==> config.mk <==
export PLATFORM = sky130hd
export DESIGN_NAME = memory_arbiter
export DESIGN_NICKNAME = d
export VERILOG_FILES = /design/src/rtl/memory_arbiter_pkg.sv /design/src/rtl/memory_arbiter_wait_timer.sv /design/src/rtl/memory_arbiter.sv
export SDC_FILE = /design/constraint.sdc
export NUM_CORES = 1
export LEC_CHECK = 0
export CORE_ASPECT_RATIO = 1.25
export CORE_MARGIN = 3
export CORE_UTILIZATION = 37
export CTS_CLUSTER_DIAMETER = 40
export DETAILED_ROUTE_END_ITERATION = 16
export PLACE_DENSITY = 0.76
export SETUP_SLACK_MARGIN = 0.5
export SLEW_MARGIN = 10
export SYNTH_ARGS = -nofsm -noshare
export SYNTH_HDL_FRONTEND = slang
export SYNTH_SLANG_ARGS = --single-unit
==> constraint.sdc <==
create_clock -name clk -period 1.51 [get_ports clk]
set_input_delay 0.302 -clock clk [delete_from_list [all_inputs] [get_ports clk]]
set_output_delay 0.302 -clock clk [all_outputs]
set_load 0.01 [all_outputs]
==> src/rtl/memory_arbiter_pkg.sv <==
// Shared encodings for the fetch / load-store memory arbiter.
// Size codes match the core's load/store unit.
package memory_arbiter_pkg;

  localparam logic [1:0] ARB_IDLE = 2'd0;
  localparam logic [1:0] ARB_BUSY = 2'd1;
  localparam logic [1:0] ARB_RESP = 2'd2;

  localparam logic ARB_OWNER_I = 1'b0;
  localparam logic ARB_OWNER_D = 1'b1;

  localparam logic [2:0] LDST_B  = 3'd0;
  localparam logic [2:0] LDST_H  = 3'd1;
  localparam logic [2:0] LDST_W  = 3'd2;
  localparam logic [2:0] LDST_BU = 3'd4;
  localparam logic [2:0] LDST_HU = 3'd5;

  // A lone request wins; on a tie the port not granted last time wins.
  function automatic logic arb_pick(input logic i_req, input logic d_req, input logic last);
    if (i_req && d_req) return (last == ARB_OWNER_D) ? ARB_OWNER_I : ARB_OWNER_D;
    if (d_req)          return ARB_OWNER_D;
    return ARB_OWNER_I;
  endfunction

endpackage

==> src/rtl/memory_arbiter_wait_timer.sv <==
// Wait counter for a stalled memory access; expired is high once the
// count reaches MAX_WAIT and the count then holds.
module arb_wait_timer #(
  parameter int MAX_WAIT = 15
) (
  input  logic clk,
  input  logic rst,
  input  logic clear,
  input  logic enable,
  output logic expired
);

  localparam int            CW    = $clog2(MAX_WAIT + 1);
  localparam logic [CW-1:0] LIMIT = CW'(MAX_WAIT);

  logic [CW-1:0] count;

  always_ff @(posedge clk) begin
    if (rst || clear)
      count <= '0;
    else if (enable && !expired)
      count <= count + 1'b1;
  end

  assign expired = (count == LIMIT);

endmodule

==> src/rtl/memory_arbiter.sv <==
// Shares one stallable memory port between instruction fetch and load/store,
// holding each granted transfer until ready or wait-limit abort.
//
// state | meaning
// IDLE  | no transfer; grant a pending request and latch its fields
// BUSY  | memory_require high, waiting for memory_ready or timeout
// RESP  | one-cycle ack to the owner, requests not sampled
module memory_arbiter
  import memory_arbiter_pkg::*;
#(
  parameter int ADDR_WIDTH = 32,
  parameter int DATA_WIDTH = 32,
  parameter int MAX_WAIT   = 15
) (
  input  logic                  clk,
  input  logic                  rst,
  input  logic                  i_req,
  input  logic [ADDR_WIDTH-1:0] i_addr,
  output logic                  i_ack,
  output logic [DATA_WIDTH-1:0] i_rdata,
  output logic                  i_err,
  input  logic                  d_req,
  input  logic                  d_we,
  input  logic [2:0]            d_size,
  input  logic [ADDR_WIDTH-1:0] d_addr,
  input  logic [DATA_WIDTH-1:0] d_wdata,
  output logic                  d_ack,
  output logic [DATA_WIDTH-1:0] d_rdata,
  output logic                  d_err,
  output logic                  memory_require,
  output logic                  memory_write_enable,
  output logic [2:0]            memory_size,
  output logic [ADDR_WIDTH-1:0] memory_address,
  output logic [DATA_WIDTH-1:0] memory_write_data,
  input  logic [DATA_WIDTH-1:0] memory_read_data,
  input  logic                  memory_ready
);

  logic [1:0]            state;
  logic                  owner;
  logic                  last;
  logic                  we_q;
  logic [2:0]            size_q;
  logic [ADDR_WIDTH-1:0] addr_q;
  logic [DATA_WIDTH-1:0] wdata_q;
  logic                  err_q;
  logic [DATA_WIDTH-1:0] i_rdata_q;
  logic [DATA_WIDTH-1:0] d_rdata_q;
  logic                  grant;
  logic                  expired;

  assign grant = arb_pick(i_req, d_req, last);

  arb_wait_timer #(.MAX_WAIT(MAX_WAIT)) u_wait_timer (
    .clk     (clk),
    .rst     (rst),
    .clear   (state != ARB_BUSY),
    .enable  (state == ARB_BUSY),
    .expired (expired)
  );

  always_ff @(posedge clk) begin
    if (rst) begin
      state     <= ARB_IDLE;
      owner     <= ARB_OWNER_I;
      last      <= ARB_OWNER_D;
      we_q      <= 1'b0;
      size_q    <= '0;
      addr_q    <= '0;
      wdata_q   <= '0;
      err_q     <= 1'b0;
      i_rdata_q <= '0;
      d_rdata_q <= '0;
    end else begin
      case (state)
        ARB_IDLE: begin
          if (i_req || d_req) begin
            owner <= grant;
            last  <= grant;
            state <= ARB_BUSY;
            if (grant == ARB_OWNER_I) begin
              we_q    <= 1'b0;
              size_q  <= LDST_W;
              addr_q  <= i_addr;
              wdata_q <= '0;
            end else begin
              we_q    <= d_we;
              size_q  <= d_size;
              addr_q  <= d_addr;
              wdata_q <= d_wdata;
            end
          end
        end
        ARB_BUSY: begin
          // Ready wins over expiry when both land on the same cycle.
          if (memory_ready) begin
            err_q <= 1'b0;
            state <= ARB_RESP;
            if (owner == ARB_OWNER_I) i_rdata_q <= memory_read_data;
            else                      d_rdata_q <= we_q ? '0 : memory_read_data;
          end else if (expired) begin
            err_q <= 1'b1;
            state <= ARB_RESP;
            if (owner == ARB_OWNER_I) i_rdata_q <= '0;
            else                      d_rdata_q <= '0;
          end
        end
        ARB_RESP: state <= ARB_IDLE;
        default:  state <= ARB_IDLE;
      endcase
    end
  end

  assign memory_require      = (state == ARB_BUSY);
  assign memory_write_enable = memory_require && we_q;
  assign memory_size         = size_q;
  assign memory_address      = addr_q;
  assign memory_write_data   = wdata_q;

  assign i_ack   = (state == ARB_RESP) && (owner == ARB_OWNER_I);
  assign d_ack   = (state == ARB_RESP) && (owner == ARB_OWNER_D);
  assign i_err   = i_ack && err_q;
  assign d_err   = d_ack && err_q;
  assign i_rdata = i_rdata_q;
  assign d_rdata = d_rdata_q;

endmodule

# [Word-level counts from Yosys, hierarchy flattened]
# Cells that the tools add are included.
[word_totals] out_inout_bits=137 regBits=141 input_bits=137 word_cells=63
[classes] bitwise=1 add_sub_neg=1 reduce_logical=17 n_mux=27 n_eq_ne=6
[ops] cell="$mux W32" count=11
[ops] cell="$mux W1" count=11
[ops] cell="$logic_and A1 B1 Y1" count=7
[ops] cell="$mux W2" count=3
[ops] cell="$reduce_and A2 Y1" count=3
[ops] cell="$reduce_and A3 Y1" count=2
[ops] cell="$add A4 B1 Y4 const B" count=1
[ops] cell="$eq A4 B4 Y1 const B" count=1
[ops] cell="$pmux W2 S2" count=1
[ops] cell="$mux W3" count=1
[ops] cell="$ne A3 B1 Y1 const B" count=1
[ops] cell="$eq A2 B1 Y1 const B" count=1
[ops] cell="$eq A2 B2 Y1 const B" count=1
[ops] cell="$logic_not A2 Y1" count=1
[ops] cell="$logic_or A1 B1 Y1" count=2
[ops] cell="$ne A2 B1 Y1 const B" count=1
[ops] cell="$ne A2 B2 Y1 const B" count=1
[ops] cell="$reduce_bool A2 Y1" count=1
[ops] cell="$logic_not A1 Y1" count=1
[ops] cell="$not A1 Y1" count=1

# [Depth between registers and ports, before layout]
# Gate-level depths: netlist (run 1).
[logic_depth] depth_word=6 mapped_depth=5 ltp_nobuf=4

# [Hierarchy]
# Synthesis (run 1) repeated with hierarchy kept, for this count alone.
[unflattened] hier_cells=692 hier_area_um2=6030.8
[modules_own_cells] mod="memory_arbiter" cells_each=670 area_per_inst_um2=5819.3 seq_area_each_um2=2742.6 instances=1
[modules_own_cells] mod="arb_wait_timer" cells_each=22 area_per_inst_um2=211.5 seq_area_each_um2=80.1 instances=1

# [Least setup slack after synthesis (run 1)]
# No wires, ideal clock.
[synth_timing] kind="register to register" startpoint="register u_wait_timer.count[0]" endpoint="register i_rdata_q[10], in the netlist i_rdata[10]" setup_time_ns=0.070 synth_period_minus_slack_ns=1.435 n_path_buf=1 path_slack_ns=0.075 required_time_ns=1.440 arrival_ns=1.365 stages_incl_launch_ff=6 path_cell_list="dfxtp_1 > ha_1 > a31oi_2 > clkbuf_1 > o21ai_0 > a21oi_1"
[synth_via] elab_chain_cells=3
[synth_lines] item="start: declaration" line="memory_arbiter_wait_timer.sv:16" rtl="logic [CW-1:0] count;"
[synth_lines] item="start signal: assignment" line="memory_arbiter_wait_timer.sv:22" rtl="count <= count + 1'b1;"
[synth_lines] item="$eq A4 B4 Y1" line="memory_arbiter_wait_timer.sv:25" rtl="assign expired = (count == LIMIT);"
[synth_lines] item="$reduce_bool A2 Y1 (no line)"
[synth_lines] item="$reduce_and A3 Y1 (no line)"
[synth_lines] item="end signal: assignment" line="memory_arbiter.sv:99" rtl="if (owner == ARB_OWNER_I) i_rdata_q <= memory_read_data;"
[synth_lines] item="end: declaration" line="memory_arbiter.sv:47" rtl="logic [DATA_WIDTH-1:0] i_rdata_q;"
# No other way between the ends.
# A chain may end at the register's enable or synchronous reset.

# [Worst setup path after layout (run 1)]
[layout_timing] startpoint="register owner" endpoint="output port i_err"
[layout_via] elab_chain_cells=3
[layout_lines] item="start: declaration" line="memory_arbiter.sv:40" rtl="logic owner;"
[layout_lines] item="start signal: assignment" line="memory_arbiter.sv:78" rtl="owner <= grant;"
[layout_lines] item="$not A1 Y1 (no line)"
[layout_lines] item="$logic_and A1 B1 Y1" line="memory_arbiter.sv:120" rtl="assign i_ack = (state == ARB_RESP) && (owner == ARB_OWNER_I);"
[layout_lines] item="$logic_and A1 B1 Y1" line="memory_arbiter.sv:122" rtl="assign i_err = i_ack && err_q;"
[layout_lines] item="end: declaration" line="memory_arbiter.sv:21" rtl="output logic i_err,"
# No other way between the ends.

==> qor.yml, run 1 <==
cts_hold_buf: 0
vias_per_cell: 5.58
first_pass_iters: 6
clock_sinks: 141
routed_wl_um: 25200
antenna_found_initial: 0
power_mw: 11.5
final-hold-violation-count: 0
row_count: 50
path_max_fanout: 4
powerDensity_nw_per_um2: 1010
first_global_vias: 6454
hold_class: "in -> reg"
dr_total_vias: 6678
synth_top_area_share_pct: 48.7
antenna_left: 0
dieArea_um2: 17200
async_reset_ff_share_pct: 0
wire_per_inst_um: 21.1
ir_drop_mv: 0.688
initial_core_util_pct: 38.3
syn_inst: 652
worst_pin_slew_ns: 0.505
cts_made_buffers: 17
fmax_mhz: 618
die_y_um: 146
yosys.area.top_type: "dfxtp_1"
synthDistinctLibCells: 40
skew_ns: 0.0113
drive_gt1_share_pct: 54.0
worst_ep_arrival_time_ns: 1.32
post-route-min-period_ns: 1.62
numPlacedInstances: 1095
clockBufferDepth: 2
grt_max_degree: 66
coreArea_um2: 15100
synth-seq-cells: 141
nNetsFinal: 1114
holdWs_ns: 0.263
path_class: "reg -> out"
design_area_um2: 11400
grt_use_total_pct: 25.1
final_common_cell: "buf_6"
cp-start-kind: "register"
synth_area_leaders: "dfxtp_1 (49%), a21oi_1 (8.7%), nand4_1 (7.2%)"
outcome: "complete, but fails checks"
rsz0062_at_grt: "true"
gr-total-overflow: 0
htreeDepth: 4
leakagePower_nw: 4.37
postPlaceCellArea_um2: 8950
setup_viol: 17
remaining_drc_errors: 0
grt_pass1_wl_um: 34700
place.gp.congestion: 0.795
fin_crit_sh_pct: 107
cts_root_buf: "clkbuf_16"
fillCellCount: 1015
io_pins: 274
timing.final.ws_setup_ns: -0.109
stdcell_count: 1197
cts_tree: "yes"
seq_area_frac_synth_pct: 48.7
drv_slew: 0
path_clk_slew_ns: 0.06
synth-edff-count: 0
ys.flop_type: "dfxtp_1"
final_cell_mix: "buf_6 (155), clkdlybuf4s50_1 (132), dfxtp_2 (126), o21ai_1 (70), nand4_1 (67)"
cp-end-kind: "primary output"
insertion_delay_ns: 0.42
ys_warn_count: 0
syn_avg_cell_area_um2: 8.88
synth.cell_area_um2: 5790
detailed_place_hpwl_um: 13500
cp.required_ns: 1.21
io_buffers: 273
dieWidth_um: 118
synth_fp_nets: 790
synthToLayoutAreaGrowth_pct: 96.3
violations: "setup timing"
drtIter0Drc: 564
n_antenna_cell: 0
cap_violations: 0
slew_headroom_pct: 66.4
final_core_util_pct: 75.1
==> through the flow <==
stage / setup WS (ns) / setup TNS [ns]
floorplan: 0.288 / 0
global placement: -0.396 / -20.53
detailed placement: -0.444 / -22.35
CTS: -0.101 / -0.315
global route: -0.167 / -3.28
finish: -0.109 / -0.497
==> cells in the mapped netlist, drive strengths merged (2+ instances only) <==
library cell / count
nand4: 67
nor2b: 2
a211oi: 35
clkbuf: 46
or2: 2
nor3b: 2
a31oi: 2
nand3: 33
a21boi: 2
o21ai: 99
and3b: 2
dfxtp: 141
nand2b: 33
a21oi: 101
mux2i: 33
buf: 26
nor2: 9
nand2: 4
and2: 3
==> layout make-up <==
type / instances / area, µm² / share of cell area, %
clock buffer: 17 / 425 / 3.74
clock inverter: 15 / 209 / 1.84
inverter: 1 / 3.75 / 0.0330
multi-input combinational: 439 / 3270 / 28.7
sequential: 141 / 3020 / 26.5
tap: 208 / 260 / 2.29
timing repair buffer: 376 / 4190 / 36.8
==> worst paths after layout <==
path | cells after the start | slack [ns] | from | endpoint
setup / recovery | 3 | -0.11 | owner | i_err
hold / removal | 2 | 0.26 | rst | i_rdata[14]
setup reg to reg | 8 | -0.05 | state[1] | memory_address[30]
hold reg to reg | 2 | 0.47 | i_rdata[21] | i_rdata[21]
==> kinds of logic after synthesis <==
logic type	share of synthesized area, %
AO/OA/AOI/OAI	23.1
XOR/XNOR	0.151
adder cells (fa/ha/maj)	0.216
buffers and inverters	5.47
flip-flops	48.7
multiplexers	5.70
AND/OR/NAND/NOR	16.7
==> metal layers <==
metal	up-vias	share of wire, %	global-route usage, %
met5	-	0	0
met4	0	3.1	11.0
li1	3077	-	-
met1	3182	37	28.5
met2	365	53	43.3
met3	54	7.4	7.78
==> repair_timing <==
item | 4_1_cts | 5_1_grt
setup endpoints to repair | 278 | 278
pin swaps | 64 | 71
gates cloned | 5 | 11
resized for setup | 922 | 67
buffers inserted | 29 | 25
==> critical path, stage by stage, from the launching register on <==
cell and delay [ns]:
dfxtp_4 0.37, nor3b_4 0.26, and2_1 0.16, buf_2 0.12
==> registers in the layout, summed over array words and instances (netlist names) <==
name,count
we_q,1
memory_write_data,32
owner,1
last,1
memory_address,32
err_q,1
i_rdata,32
memory_size,3
state,2
d_rdata,32
u_wait_timer.count,4
==> power breakdown <==
group / switching [mW] / total [mW] / leakage [nW] / internal, mW
logic: 1.26 / 2.77 / 2.85 / 1.52
clock network: 1.76 / 4.55 / 0.301 / 2.80
registers: 0.187 / 4.16 / 1.21 / 3.97
Power figures use the tool's default switching activity.
==> run 2: changes to the inputs <==
--- a/config.mk
+++ b/config.mk
@@ -5,11 +5,14 @@
 export SDC_FILE = /design/constraint.sdc
 export NUM_CORES = 1
 export LEC_CHECK = 0
+export CAP_MARGIN = 20
 export CORE_ASPECT_RATIO = 1.25
 export CORE_MARGIN = 3
 export CORE_UTILIZATION = 37
 export CTS_CLUSTER_DIAMETER = 40
+export CTS_CLUSTER_SIZE = 16
 export DETAILED_ROUTE_END_ITERATION = 16
+export MAX_ROUTING_LAYER = met4
 export PLACE_DENSITY = 0.76
 export SETUP_SLACK_MARGIN = 0.5
 export SLEW_MARGIN = 10
==> run 2 against run 1 <==
Effect of this change:
- the flow still finishes with violations (setup timing)
- critical path depth did not move
- largest cell class unchanged
- highest routed layer unchanged
- critical endpoint unchanged
- worst hold slack got worse by 0.0041 ns
- clock-buffer cell count did not move
- maximum frequency rose by 0.62%
- power fell by 0.74%
- sequential power barely moved
- combinational power fell by 3%
==> qor.yml, run 2 (same netlist as run 1, synthesis figures left out) <==
die_y_um: 146  # unchanged
n_antenna_cell: 0  # unchanged
timing.final.ws_setup_ns: -0.0992  # was -0.109 ns
io_pins: 274  # unchanged
dr_total_vias: 6550  # was 6678
clockBufferDepth: 2  # unchanged
met1_usage_pct: 29.0  # was 28.5%
vias_per_cell: 5.55  # was 5.58
fin_crit_sh_pct: 107  # about the same
skew_ns: 0.0114  # was 0.0113 ns
worst-r2r-cell-count: 8  # unchanged
grtUsageMet2_pct: 43.5  # was 43.3%
insertion_delay_ns: 0.42  # about the same
leakagePower_nw: 4.26  # was 4.37 nW
outcome: "complete, but fails checks"  # unchanged
place.gp.congestion: 0.806  # was 0.795
final-hold-violation-count: 0  # unchanged
detailed_place_hpwl_um: 13500  # unchanged
dieWidth_um: 118  # unchanged
post-route-min-period_ns: 1.61  # was 1.62 ns
initial_core_util_pct: 38.3  # unchanged
rsz0062_at_grt: "true"  # unchanged
clock_sinks: 141  # unchanged
cp-end-kind: "primary output"  # unchanged
ir_drop_mv: 0.734  # was 0.688 mV
io_buffers: 273  # unchanged
path_max_fanout: 4  # unchanged
cp_cell_sequence: "nor3b_4 > and2_1 > buf_2"  # unchanged
cp.required_ns: 1.21  # about the same
path_clk_slew_ns: 0.06  # about the same
hold_class: "in -> reg"  # unchanged
numPlacedInstances: 1095  # unchanged
nNetsFinal: 1097  # was 1114
cp_slowest_cell: "dfxtp_2"  # was dfxtp_4
powerDensity_nw_per_um2: 1020  # was 1010 nW/µm²
slew_headroom_pct: 71.7  # was 66.4%
violations: "setup timing"  # unchanged
htreeDepth: 4  # unchanged
grt_pass1_wl_um: 34500  # was 34700 µm
cts_made_buffers: 17  # unchanged
use_met3_pct: 6.69  # was 7.78%
fin_setup_tns_ns: -0.856  # was -0.497 ns
drive_gt1_share_pct: 53.6  # was 54.0%
row_count: 50  # unchanged
fmax_mhz: 621  # was 618 MHz
final_common_cell: "buf_6"  # unchanged
cap_violations: 0  # unchanged
dieArea_um2: 17200  # unchanged
drtIter0Drc: 535  # was 564
gr-total-overflow: 0  # unchanged
stdcell_count: 1180  # was 1197
first_global_vias: 6492  # was 6454
first_pass_iters: 5  # was 6
cts_root_buf: "clkbuf_16"  # unchanged
coreArea_um2: 15100  # unchanged
setup_viol: 24  # was 17
grt_use_total_pct: 25.8  # was 25.1%
drv_slew: 0  # unchanged
power_mw: 11.4  # was 11.5 mW
remaining_drc_errors: 0  # unchanged
grt-busiest-layer: "met2"  # unchanged
cts_tree: "yes"  # unchanged
worst_pin_slew_ns: 0.424  # was 0.505 ns
fillCellCount: 1041  # was 1015
antenna_found_initial: 0  # unchanged
wire_per_inst_um: 20.8  # was 21.1 µm
final_cell_mix: "buf_6 (151), clkdlybuf4s50_1 (132), dfxtp_2 (130), nand4_1 (67), a21oi_1 (67)"  # was buf_6 (155), clkdlybuf4s50_1 (132), dfxtp_2 (126), o21ai_1 (70), nand4_1 (67)
routed_wl_um: 24500  # was 25200 µm
worst_ep_arrival_time_ns: 1.31  # was 1.32 ns
cpPeakStageDelay_ns: 0.35  # was 0.37 ns
cp-start-kind: "register"  # unchanged
synthToLayoutAreaGrowth_pct: 93.3  # was 96.3%
antenna_left: 0  # unchanged
hold_depth: 2  # unchanged
grt_max_degree: 66  # unchanged
path_class: "reg -> out"  # unchanged
final_core_util_pct: 74.0  # was 75.1%
run 2: cell types whose count changed in the layout (fill, tap and decap cells not counted), moves of 3 or more:
cell and change:
buf_4 -13, o21ai_1 -9, o21ai_2 +9, buf_6 -4, dfxtp_2 +4, dfxtp_4 -4
a21oi_4 -3
run 2: path summary, 6_finish.rpt:
path	from	end	slack, ns
setup / recovery	owner	i_err	-0.1
hold / removal	rst	i_rdata[14]	0.26
hold reg to reg	i_rdata[2]	i_rdata[2]	0.46
setup reg to reg	state[0]	memory_address[19]	-0.1
run 2: metal layers:
metal  up-vias  share of wire, %
met1      3111                38
met3        62               6.5
met5         -                 0
met4         0               3.5
met2       329                53
li1       3048                 -
run 2: per-stage QoR:
stage / worst slack (ns) / area, µm² / hold slack, ns
floorplan: 0.288 / 6050 / 0.435
global placement: -0.396 / 8950 / 0.452
detailed placement: -0.444 / 8950 / 0.453
CTS: -0.101 / 10600 / 0.235
global route: -0.181 / 11200 / 0.245
finish: -0.0992 / 11200 / 0.259
run 2: final cells by class:
cell class	instances	area, µm²	share of cell area (%)
timing repair buffer	357	4010	35.8
multi-input combinational	441	3280	29.3
sequential	141	3010	26.9
clock buffer	17	425	3.80
tap	208	260	2.32
clock inverter	15	209	1.87
inverter	1	3.75	0.0335
run 2: critical path, delay by kind of cell (launching register included):
kind | cells | cell delay [ns]
and+or+nand+nor | 2 | 0.42
buffers and inverters | 1 | 0.12
DFF | 1 | 0.35
run 2: what timing repair did:
| item | 4_1_cts | 5_1_grt |
|---|---|---|
| setup endpoints to repair | 278 | 278 |
| setup buffers | 29 | 8 |
| gates cloned | 5 | 11 |
| pin swaps | 64 | 49 |
| hold buffers | 0 | 0 |
| resized for setup | 922 | 65 |
run 2: power by group:
| group | switching (mW) | leakage, nW | internal, mW |
|---|---|---|---|
| Sequential | 0.192 | 1.21 | 3.97 |
| Clock | 1.75 | 0.301 | 2.79 |
| Combinational | 1.23 | 2.75 | 1.46 |
==> run 3: changes to the inputs <==
--- a/config.mk
+++ b/config.mk
@@ -12,6 +12,7 @@
 export CTS_CLUSTER_DIAMETER = 40
 export CTS_CLUSTER_SIZE = 16
 export DETAILED_ROUTE_END_ITERATION = 16
+export GPL_TIMING_DRIVEN = 0
 export MAX_ROUTING_LAYER = met4
 export PLACE_DENSITY = 0.76
 export SETUP_SLACK_MARGIN = 0.5
==> run 3 against run 2 <==
Effect of this change:
- the flow still finishes with violations (setup timing)
- clock power down 6.2%
- maximum frequency decreased by 7.4%
- sequential power hardly changed
- register-to-register slack worse by 0.13 ns
- utilization increased by 6.0 points
- final cell count grew 8.4%
- worst hold slack better by 0.073 ns
- clock skew fell by 0.0053 ns
- combinational power increased by 10%
- sequential share of layout area decreased by 1.8 points
- largest cell class unchanged
==> qor.yml, run 3 (same netlist as run 1, synthesis figures left out) <==
outcome: "complete, but fails checks"  # unchanged
violations: "setup timing"  # unchanged
first_pass_iters: 5  # unchanged
remaining_drc_errors: 0  # unchanged
initial_core_util_pct: 38.3  # unchanged
final_common_cell: "buf_6"  # unchanged
ir_drop_mv: 0.660  # was 0.734 mV
design_area_um2: 12100  # was 11200 µm²
drive_gt1_share_pct: 58.9  # was 53.6%
post-route-min-period_ns: 1.74  # was 1.61 ns
io_buffers: 272  # was 273
path_class: "reg -> reg"  # was reg -> out
clock_sinks: 141  # unchanged
fmax_mhz: 575  # was 621 MHz
drv_slew: 0  # unchanged
final-hold-violation-count: 0  # unchanged
first_global_vias: 6738  # was 6492
gr-total-overflow: 0  # unchanged
vias_per_cell: 5.54  # was 5.55
detailed_place_hpwl_um: 15400  # was 13500 µm
stdcell_count: 1279  # was 1180
fin_setup_tns_ns: -10.65  # was -0.856 ns
routed_wl_um: 26700  # was 24500 µm
final_core_util_pct: 80.0  # was 74.0%
holdWs_ns: 0.332  # was 0.259 ns
timing.final.ws_setup_ns: -0.228  # was -0.0992 ns
cp-end-kind: "register"  # was primary output
powerDensity_nw_per_um2: 941  # was 1020 nW/µm²
cts_hold_buf: 0  # unchanged
power_mw: 11.4  # about the same
clockBufferDepth: 2  # unchanged
cap_violations: 0  # unchanged
grt_use_total_pct: 27.1  # was 25.8%
drtIter0Drc: 615  # was 535
skew_ns: 0.00602  # was 0.0114 ns
htreeDepth: 4  # unchanged
grt_pass1_wl_um: 36200  # was 34500 µm
dr_total_vias: 7082  # was 6550
antenna_left: 0  # unchanged
dieArea_um2: 17200  # unchanged
place.gp.congestion: 0.832  # was 0.806
nNetsFinal: 1196  # was 1097
wire_per_inst_um: 20.9  # was 20.8 µm
die_y_um: 146  # unchanged
cts_root_buf: "clkbuf_16"  # unchanged
leakagePower_nw: 4.74  # was 4.26 nW
insertion_delay_ns: 0.43  # was 0.42 ns
cpPeakStageDelay_ns: 0.35  # about the same
antenna_found_initial: 1  # was 0
place_ws_ns: -0.509  # was -0.444 ns
cts_made_buffers: 17  # unchanged
path_clk_slew_ns: 0.06  # about the same
slew_headroom_pct: 48.8  # was 71.7%
cts_tree: "yes"  # unchanged
worst_ep_arrival_time_ns: 2.06  # was 1.31 ns
cp_slowest_cell: "dfxtp_4"  # was dfxtp_2
numPlacedInstances: 1132  # was 1095
path_max_fanout: 6  # was 4
crit_family: "buffers and inverters"  # was simple AND/OR/NAND/NOR gates
cp-start-kind: "register"  # unchanged
worst_pin_slew_ns: 0.767  # was 0.424 ns
dieWidth_um: 118  # unchanged
hold_class: "in -> reg"  # unchanged
coreArea_um2: 15100  # unchanged
final_cell_mix: "buf_6 (158), clkdlybuf4s50_1 (134), dfxtp_2 (122), buf_4 (81), a21oi_1 (77)"  # was buf_6 (151), clkdlybuf4s50_1 (132), dfxtp_2 (130), nand4_1 (67), a21oi_1 (67)
synthToLayoutAreaGrowth_pct: 109  # was 93.3%
row_count: 50  # unchanged
grt_max_degree: 17  # was 66
setup_viol: 128  # was 24
crit_top_cell: "buf_6"
fin_crit_sh_pct: 115  # was 107%
cp_cell_sequence: "buf_6 > buf_6 > and3b_1 > clkbuf_8 > buf_6 > buf_12 > buf_4 > buf_8 > nand4_1 > o21ai_1"  # was nor3b_4 > and2_1 > buf_2
cp.required_ns: 1.83  # was 1.21 ns
io_pins: 274  # unchanged
postPlaceCellArea_um2: 9030  # was 8950 µm²
path_buf_inv: 7  # was 1
rsz0062_at_grt: "true"  # unchanged
[run 3: final cells by class]
type | instances | area, µm²
Antenna cell | 1 | 2.50
Buffer | 72 | 697
Clock buffer | 19 | 443
Clock inverter | 12 | 145
Fill cell | 896 | 3030
Inverter | 1 | 3.75
Multi-Input combinational cell | 438 | 3400
Sequential cell | 141 | 3030
Tap cell | 208 | 260
Timing Repair Buffer | 387 | 4130
[run 3: path summary, 6_finish.rpt]
kind,slack (ns),depth (start not counted),from,end
setup / recovery,-0.23,10,state[1],d_rdata[12]
hold / removal,0.33,3,rst,d_rdata[1]
setup reg to reg,-0.23,10,state[1],d_rdata[12]
hold reg to reg,0.46,2,i_rdata[25],i_rdata[25]
[run 3: worst min-delay path, delay by kind of cell]
family / cells / cell delay (ns)
compound gates: 1 / 0.05
simple gates: 1 / 0.14
buf+inv: 1 / 0.23
[run 3: timing repair]
item                       4_1_cts  5_1_grt
cloned                           9       11
buffers inserted                23       72
resized for setup              949      142
pin swaps                       70       90
setup endpoints to repair      278      278
[run 3: routing by layer]
layer / vias up / routed length [µm] / global-route usage, %
met5: - / 0 / -
met2: 346 / 14500 / 48.4
li1: 3245 / - / -
met3: 66 / 1820 / 7.19
met1: 3425 / 9470 / 28.3
met4: 0 / 890 / 11.0
[run 3: power by group]
| group | total, mW | switching [mW] | internal [mW] |
|---|---|---|---|
| Sequential | 4.15 | 0.184 | 3.97 |
| Clock | 4.27 | 1.65 | 2.62 |
| Combinational | 2.97 | 1.33 | 1.65 |
| Total | 11.4 | 3.16 | 8.23 |
